$ cat config.mk
export PLATFORM = sky130hd
export DESIGN_NAME = gcd_stream_flat
export DESIGN_NICKNAME = d
export VERILOG_FILES = /design/src/rtl/gcd_stream_if.sv /design/src/rtl/gcd_stream.sv /design/src/flat_wrapper.sv
export SDC_FILE = /design/constraint.sdc
export NUM_CORES = 1
export LEC_CHECK = 0
export ABC_AREA = 1
export CAP_MARGIN = 10
export CELL_PAD_IN_SITES_DETAIL_PLACEMENT = 0
export CELL_PAD_IN_SITES_GLOBAL_PLACEMENT = 1
export CORE_MARGIN = 8
export CORE_UTILIZATION = 28
export CTS_BUF_LIST = sky130_fd_sc_hd__clkbuf_8 sky130_fd_sc_hd__clkbuf_16
export DETAILED_ROUTE_END_ITERATION = 8
export HOLD_SLACK_MARGIN = 0.03
export PLACE_DENSITY = 0.62
export SLEW_MARGIN = 20
export SYNTH_ARGS = -nofsm -noshare
export SYNTH_HDL_FRONTEND = slang
export SYNTH_SLANG_ARGS = --single-unit
$ cat constraint.sdc
create_clock -name clk -period 2.9 [get_ports clk]
set_input_delay 0.29 -clock clk [delete_from_list [all_inputs] [get_ports clk]]
set_output_delay 0.29 -clock clk [all_outputs]
set_load 0.05 [all_outputs]
$ cat src/rtl/gcd_stream_if.sv
// Operand and result handshake bundle for gcd_stream.
// The master side is the operand producer and result consumer; the slave side is the engine.
interface gcd_stream_if #(
    parameter int WIDTH = 16,
    parameter int CNT_W = 16
);
    logic             in_valid;
    logic             in_ready;
    logic [WIDTH-1:0] a_in;
    logic [WIDTH-1:0] b_in;
    logic             out_valid;
    logic             out_ready;
    logic [WIDTH-1:0] gcd_out;
    logic [CNT_W-1:0] iter_out;
    logic             zero_err;

    modport master (
        output in_valid, a_in, b_in, out_ready,
        input  in_ready, out_valid, gcd_out, iter_out, zero_err
    );

    modport slave (
        input  in_valid, a_in, b_in, out_ready,
        output in_ready, out_valid, gcd_out, iter_out, zero_err
    );
endinterface

$ cat src/rtl/gcd_stream.sv
// Subtractive-Euclid GCD engine: one subtract per cycle, valid/ready on both sides,
// explicit zero-operand handling and a saturating step counter.
module gcd_stream #(
    parameter int WIDTH = 16,
    parameter int CNT_W = 16
) (
    input  logic           clk,
    input  logic           rst,
    gcd_stream_if.slave    bus,
    output logic           busy
);

    typedef enum logic [1:0] {IDLE, CALC, DONE} state_t;

    state_t           state_q, state_d;
    logic [WIDTH-1:0] ra_q, ra_d;
    logic [WIDTH-1:0] rb_q, rb_d;
    logic [WIDTH-1:0] gcd_q, gcd_d;
    logic [CNT_W-1:0] iter_q, iter_d;
    logic             zero_q, zero_d;
    logic             in_ready;
    logic             accept;

    assign in_ready = (state_q == IDLE) && !rst;
    assign accept   = bus.in_valid && in_ready;

    // NOTE: every register, datapath included, is cleared by reset so the
    // result outputs read back as zero straight after reset.
    always_ff @(posedge clk) begin
        if (rst) begin
            state_q <= IDLE;
            ra_q    <= '0;
            rb_q    <= '0;
            gcd_q   <= '0;
            iter_q  <= '0;
            zero_q  <= 1'b0;
        end else begin
            // NOTE: non-blocking so every register updates from the same
            // pre-edge values, no matter the statement order.
            state_q <= state_d;
            ra_q    <= ra_d;
            rb_q    <= rb_d;
            gcd_q   <= gcd_d;
            iter_q  <= iter_d;
            zero_q  <= zero_d;
        end
    end

    always_comb begin
        // NOTE: hold-by-default first, so no path leaves a signal unassigned
        // and no latch is inferred.
        state_d = state_q;
        ra_d    = ra_q;
        rb_d    = rb_q;
        gcd_d   = gcd_q;
        iter_d  = iter_q;
        zero_d  = zero_q;

        unique case (state_q)
            IDLE: begin
                if (accept) begin
                    ra_d   = bus.a_in;
                    rb_d   = bus.b_in;
                    iter_d = '0;
                    zero_d = 1'b0;
                    if (bus.a_in == '0 && bus.b_in == '0) begin
                        gcd_d   = '0;
                        zero_d  = 1'b1;
                        state_d = DONE;
                    end else if (bus.a_in == '0) begin
                        gcd_d   = bus.b_in;
                        state_d = DONE;
                    end else if (bus.b_in == '0) begin
                        gcd_d   = bus.a_in;
                        state_d = DONE;
                    end else begin
                        state_d = CALC;
                    end
                end
            end
            CALC: begin
                if (ra_q == rb_q) begin
                    gcd_d   = ra_q;
                    state_d = DONE;
                end else begin
                    // Larger operand is always the minuend, so no underflow.
                    if (ra_q > rb_q) ra_d = ra_q - rb_q;
                    else             rb_d = rb_q - ra_q;
                    if (iter_q != {CNT_W{1'b1}}) iter_d = iter_q + 1'b1;
                end
            end
            DONE: begin
                if (bus.out_ready) state_d = IDLE;
            end
            default: state_d = IDLE;
        endcase
    end

    assign bus.in_ready  = in_ready;
    assign bus.out_valid = (state_q == DONE);
    assign bus.gcd_out   = gcd_q;
    assign bus.iter_out  = iter_q;
    assign bus.zero_err  = zero_q;
    assign busy          = (state_q != IDLE);

endmodule

$ cat src/flat_wrapper.sv
// flat-port wrapper written by rule: the top's interface ports become plain ports
module gcd_stream_flat 
#(
    parameter int WIDTH = 16,
    parameter int CNT_W = 16
)
  (clk, rst, busy, bus_in_valid, bus_a_in, bus_b_in, bus_out_ready, bus_in_ready, bus_out_valid, bus_gcd_out, bus_iter_out, bus_zero_err);
  gcd_stream_if #(.WIDTH(WIDTH), .CNT_W(CNT_W)) bus_i ();
  input  logic clk;
  input  logic rst;
  output logic busy;
  input wire logic [$bits(bus_i.in_valid)-1:0] bus_in_valid;
  input wire logic [$bits(bus_i.a_in)-1:0] bus_a_in;
  input wire logic [$bits(bus_i.b_in)-1:0] bus_b_in;
  input wire logic [$bits(bus_i.out_ready)-1:0] bus_out_ready;
  output wire logic [$bits(bus_i.in_ready)-1:0] bus_in_ready;
  output wire logic [$bits(bus_i.out_valid)-1:0] bus_out_valid;
  output wire logic [$bits(bus_i.gcd_out)-1:0] bus_gcd_out;
  output wire logic [$bits(bus_i.iter_out)-1:0] bus_iter_out;
  output wire logic [$bits(bus_i.zero_err)-1:0] bus_zero_err;
  assign bus_i.in_valid = bus_in_valid;
  assign bus_i.a_in = bus_a_in;
  assign bus_i.b_in = bus_b_in;
  assign bus_i.out_ready = bus_out_ready;
  assign bus_in_ready = bus_i.in_ready;
  assign bus_out_valid = bus_i.out_valid;
  assign bus_gcd_out = bus_i.gcd_out;
  assign bus_iter_out = bus_i.iter_out;
  assign bus_zero_err = bus_i.zero_err;
  gcd_stream #(.WIDTH(WIDTH), .CNT_W(CNT_W)) u_core (.clk(clk), .rst(rst), .bus(bus_i), .busy(busy));
endmodule
==> Yosys cells after proc, flatten, opt, wreduce, memory -nomap -nowiden <==
Cells that the tools add are included.
{ "word_totals": {"wordCells": 63, "in_bits": 36, "register_bits": 67, "out_inout_bits": 36} }
{ "classes": {"n_reduce_logical": 15, "eq_ne": 12, "n_mux": 26, "order_cmp": 1, "add_sub_neg": 3} }
{ "ops": {"columns": ["cell", "count"], "rows": [
  ["16-bit 2-to-1 mux", 14],
  ["16-bit one-hot mux with 2 select lines", 4],
  ["16-bit logical NOT", 2],
  ["16-bit subtractor", 2],
  ["16-bit by 1-bit adder with 16-bit output (second input constant)", 1],
  ["16-bit == test", 1],
  ["16-bit greater-than comparator", 1],
  ["16-bit inequality test (second input constant)", 1],
  ["4-bit AND reduction", 4],
  ["2-bit 2-to-1 mux", 6],
  ["2-bit by 1-bit inequality test with 1-bit output (second input constant)", 4],
  ["2-bit inequality test (second input constant)", 3],
  ["2-bit one-hot mux with 3 select lines", 1],
  ["4-bit inequality test (second input constant)", 1],
  ["2-bit nonzero test", 2],
  ["1-bit logical AND", 3],
  ["3-bit AND reduction", 1],
  ["2-bit by 1-bit == test with 1-bit output (second input constant)", 1],
  ["2-bit == test (second input constant)", 1],
  ["2-bit logical NOT", 1],
  ["2-bit AND reduction", 1],
  ["1-bit logical NOT", 1],
  ["1-bit 2-to-1 mux", 1]
]} }

==> Logic depth before layout (Yosys ltp) <==
{ "depth": {"word_depth": 6, "mapped_depth": 16, "ltp_nobuf": 16} }

==> Worst setup path after synthesis <==
Ideal clock, no wire load.
{ "synth_timing": {"path_kind": "reg-to-reg", "start": "register u_core.state_q[1]", "end": "register u_core.iter_q[6], in the netlist u_core.bus.iter_out[6]", "setup_time_ps": 118, "n_path_buf": 2, "synth_period_minus_slack_ps": 2263, "path_stages_with_launch": 11, "path_slack_ps": 637, "arrival_ps": 2145, "required_ps": 2782, "cell_sequence": "dfxtp_1 -> nor2_2 -> inv_1 -> nor2_2 -> nand2_2 -> o21ai_2 -> nand2_1 -> buf_4 -> buf_6 -> nor3_1 -> nor2_1"} }
{ "synth_between": {"elab_chain_cells": 5, "word_cells_on_any_way": 10, "cone_classes": "eq/ne (4); mux (1); reduce/logical (5)"} }
{ "synth_rtl": {"columns": ["element", "line", "rtl"], "rows": [
  ["from (decl)", "gcd_stream.sv:15", "state_t state_q, state_d;"],
  ["from (signal assigned)", "gcd_stream.sv:40", "state_q <= state_d;"],
  ["2-bit logical NOT", "gcd_stream.sv:24", "assign in_ready = (state_q == IDLE) && !rst;"],
  ["1-bit logical AND", "gcd_stream.sv:24", null],
  ["net bus_in_ready", "flat_wrapper.sv:16", "output wire logic [$bits(bus_i.in_ready)-1:0] bus_in_ready;"],
  ["1-bit logical AND", "gcd_stream.sv:25", "assign accept = bus.in_valid && in_ready;"],
  ["2-bit by 1-bit inequality test with 1-bit output (no line)", null, null],
  ["4-bit AND reduction (no line)", null, null],
  ["to (signal assigned)", "gcd_stream.sv:44", "iter_q <= iter_d;"],
  ["to (decl)", "gcd_stream.sv:19", "logic [CNT_W-1:0] iter_q, iter_d;"]
]} }
The timed path passes the listed nets, and every way through them passes these cells.
A chain may end at the register's enable or synchronous reset.

==> Worst setup path in the final report <==
{ "layout_timing": {"start": "register u_core.ra_q[0]", "end": "register u_core.ra_q[9]"} }
{ "layout_between": {"elab_chain_cells": 4, "word_cells_on_any_way": 9, "cone_classes": "add/sub (1); order compare (1); eq/ne (3); mux (3); reduce/logical (1)"} }
{ "layout_rtl": {"columns": ["element", "line", "rtl"], "rows": [
  ["from (decl)", "gcd_stream.sv:16", "logic [WIDTH-1:0] ra_q, ra_d;"],
  ["from (signal assigned)", "gcd_stream.sv:41", "ra_q <= ra_d;"],
  ["16-bit subtractor", "gcd_stream.sv:87", "if (ra_q > rb_q) ra_d = ra_q - rb_q;"],
  ["16-bit 2-to-1 mux", "gcd_stream.sv:87", null],
  ["16-bit 2-to-1 mux", "gcd_stream.sv:82", "if (ra_q == rb_q) begin"],
  ["16-bit one-hot mux with 2 select lines", "gcd_stream.sv:59", "unique case (state_q)"]
]} }
Several ways; a longest one is shown, not always the timed one. The select of a mux whose other input is x is not followed.

==> key figures <==
Logic synthesis
  • Post-synth top area cell: dfxtp_1
  • Largest family of logic cells by synthesized area: simple AND/OR/NAND/NOR gates
  • Adder-Cell Fraction of Synth Area: under 10%
  • YS warnings: 0
  • Post-Synth Simple-Gate Area: 37.0%
  • Top post-synthesis cells by area: dfxtp_1 25%, nand2_1 18%, inv_1 11%, nor2_1 8.7%, ha_1 7.3%
  • Synth Register Bits: 67
  • Mapped Nets: 1017
  • Syn Area/Cell: 5.77 µm²
  • Synth Area in XOR/XNOR: 1.92%
  • Syn Inst Count: 947
  • Sequential-to-total area share from yosys stat: between 20% and 30%
  • Number of library cell types mapped by synthesis: 35
  • Yosys top cell area share: 24.5%
  • Post-synthesis mux area share: 0%
  • Cell Area, Synth: ~5500 µm²
  • Compound-Gate Fraction of Synth Area: 14.0%

Critical path
  • Crit end category: flip-flop
  • Total stage count of the critical path: 16
  • Crit path launch: u_core.ra_q[0]$_SDFFE_PP0P_
  • Reg-to-reg slack, setup: 0.32 ns
  • Worst R2R End: u_core.ra_q[9]$_SDFFE_PP0P_
  • Buf/Inv on CP: 3
  • Worst path slowest cell: dfxtp_1
  • Crit path to: u_core.ra_q[9]$_SDFFE_PP0P_
  • Worst R2R Start: u_core.ra_q[0]$_SDFFE_PP0P_
  • Critical Path Fanout Max: 11
  • Critical path, cell by cell: inv_1, ha_1, fa_1, inv_1, nand3_1, nand2_1, nand2_1, nand2_1, nand2_1, nand2_1, nand2_2, nand2_1, buf_4, o21ai_0, nor2_1, nor2_1
  • Register-to-Register Path Depth: 16
  • Kind of cell adding the most delay to the critical path: simple AND/OR/NAND/NOR gates
  • CP required: 3.14 ns
  • Crit start category: flip-flop
  • CP Data Arrival Time: 2.82 ns
  • Setup Crit Path Kind: flip-flop to flip-flop
  • Crit-path max cell delay: 0.36 ns
  • Cell mode on critical path: nand2_1

Floorplanning
  • Die area: 24300 µm²
  • Chip Height: between 150 and 200 µm
  • Die W: around 160 µm
  • # IOs: 72
  • Core Box Area: 19300 µm²
  • Site Rows: 51
  • Initial core utilization: about 28%

Timing
  • Final WS setup: around 0.32 ns
  • Fin crit period: roughly 2.6 ns
  • Period Utilization, post-route: between 80% and 90%
  • Layout Skew: 0.00777 ns
  • Final Hold Viols: 0
  • Max-slew violations: 0
  • Max Freq: 388 MHz
  • Relative slew slack: between 60 and 70%
  • Final hold slack: 0.475 ns
  • Finish-stage setup viols: 0
  • RSZ-0062 raised after global routing: false
  • Setup TNS: 0 ns
  • Actual slew at the worst max-slew pin: 0.573 ns

Clock tree
  • Clock tree sinks: 67
  • Hold_buf cts: 0
  • Clk slew on worst S/H paths: 0.06 ns
  • Resized Gates After CTS: 0
  • Clk Latency, worst-skew pair: 0.35 ns
  • CTS H-Tree Depth: 3
  • Post-CTS Setup Inserts: 0
  • Root cell of the clock tree: clkbuf_16
  • CTS tree: yes
  • CTS Buf Count: 9
  • Clock buffer depth: 2

Drt
  • Post-route ant nets: 0
  • DRC violations left: 0
  • Detailed Route WL: 19400 µm
  • Starting DRT DRC Count: 308
  • DR pass1 iterations: 5
  • Via density: 4.47
  • WL/cell: around 15 µm
  • Vias: 5719

Cells and area
  • Commonest non-fill, non-tap cells in the layout: 266 x nand2_1, 160 x inv_1, 127 x nor2_1
  • Filler cell count in the final layout: approximately 2200
  • Non-filler cells, final: 1280
  • Fin util: 34.8%
  • Share of cells above drive strength 1: 5.42%
  • Most common cell after layout, fill and taps aside: nand2_1
  • Antenna cells: 0
  • NumNets Final: 1080
  • Area grow syn2layout: 23.0%

Power
  • Sw Share: about 56%
  • P_leak: 0.00323 µW
  • Sw Pwr: 4820 µW
  • Seq pwr share: about 17%
  • Int Pwr: 3800 µW
  • Max VDD drop: 0.421 mV
  • Combinational Power Share: 70.5%
  • Pwr/cell area: 1280 nW/µm²
  • Clock share of power: 12.8%

Global route
  • First-pass GRT wire length: 30500 µm
  • Vias in the first global route: 5577
  • GRT Util Overall: between 10% and 20%
  • Initial antenna violation count: 0
  • Largest net degree at the start of global routing: 39
  • Grt total ovfl: 0

Place
  • Port Buffer Count: 71
  • Pre-CTS setup slack: 0.385 ns
  • Post-DP HPWL: 15400 µm
  • RD Place Congestion: between 0.8 and 0.9
  • Placed cell count: roughly 1300

Worst hold path
  • Hold Path Class: flip-flop to flip-flop
  • Hold Path Origin: u_core.rb_q[15]$_SDFFE_PP0P_

Run status
  • Status: finished clean

Run
  • Max_cap viols: 0
how the worst min path moves through the flow:
stage               slack (ns)                           end  cells past startpoint
finish                    0.47  u_core.rb_q[15]$_SDFFE_PP0P_                      2
global route              0.52  u_core.rb_q[15]$_SDFFE_PP0P_                      2
CTS                       0.48  u_core.rb_q[15]$_SDFFE_PP0P_                      2
detailed placement        0.47  u_core.rb_q[15]$_SDFFE_PP0P_                      2
global placement          0.46  u_core.rb_q[15]$_SDFFE_PP0P_                      2
floorplan                 0.44  u_core.rb_q[15]$_SDFFE_PP0P_                      2
kinds of logic after synthesis:
group	Yosys count
compound gates	147
buf+inv	196
xor+xnor	12
flops	67
simple gates	491
fa+ha+maj	34
flip-flops by register name (all words and copies together) (netlist names):
signal and cells:
u_core.bus.gcd_out 16, u_core.bus.iter_out 16, u_core.bus.zero_err 1, u_core.ra_q 16, u_core.rb_q 16, u_core.state_q 2
Yosys cell counts:
master    instances
o21bai_1          2
buf_6             3
inv_2             5
a21oi_1          54
a21oi_4           1
o21ai_0          79
ha_1             32
nand3_1          55
clkbuf_1         14
inv_1           159
nor2_1          127
and2_1            1
buf_2             7
clkbuf_2          1
nor2_4            1
nand3_4           1
o21ai_2           1
a31oi_1           1
o22ai_1           1
buf_4             6
nor3_1            7
a211oi_1          1
buf_1             1
dfxtp_1          67
nand2_2           9
xnor2_1           3
nand2_1         267
o21ai_1           5
nor2_2            6
fa_1              2
o31ai_1           1
nand4_1          16
a21o_1            1
xor2_1            9
or2_2             1
stage by stage:
stage          area, µm²  total power (µW)
5_1_grt             6730              9580
4_1_cts             6730              8700
6_report            6730              8630
3_5_place_dp        6430              7550
2_1_floorplan       5470              5920
3_3_place_gp        6430              7590
cell type report:
type | count | area (µm²) | share of cell area [%]
Clock buffer | 10 | 239 | 3.55
Sequential cell | 67 | 1340 | 19.9
Tap cell | 265 | 332 | 4.93
Timing Repair Buffer | 84 | 806 | 12.0
Multi-Input combinational cell | 684 | 3340 | 49.6
Clock inverter | 6 | 56.3 | 0.837
Inverter | 164 | 616 | 9.15
tightest hold or removal path, stage by stage (launching register included):
cell and delay (ns):
dfxtp_1 0.31, nand2_1 0.06, a21oi_1 0.05
per-layer routing:
layer / GRT usage [%] / up-vias / wire length, µm
met5: 0 / - / 0
met1: 20.2 / 2514 / 9140
met3: 2.96 / 23 / 760
met2: 27.3 / 125 / 9030
met4: 5.41 / 0 / 443
li1: - / 3057 / -
power by group through the flow:
stage                     logic, µW  clock network, µW  registers [µW]
final                          6080               1110            1440
after global placement         6130                  0            1460
after global routing           6930               1170            1470
after floorplan                4290                  0            1630
after detailed placement       6090                  0            1460
after CTS                      6120               1140            1440
No activity file was read; power rests on OpenSTA's default activity.
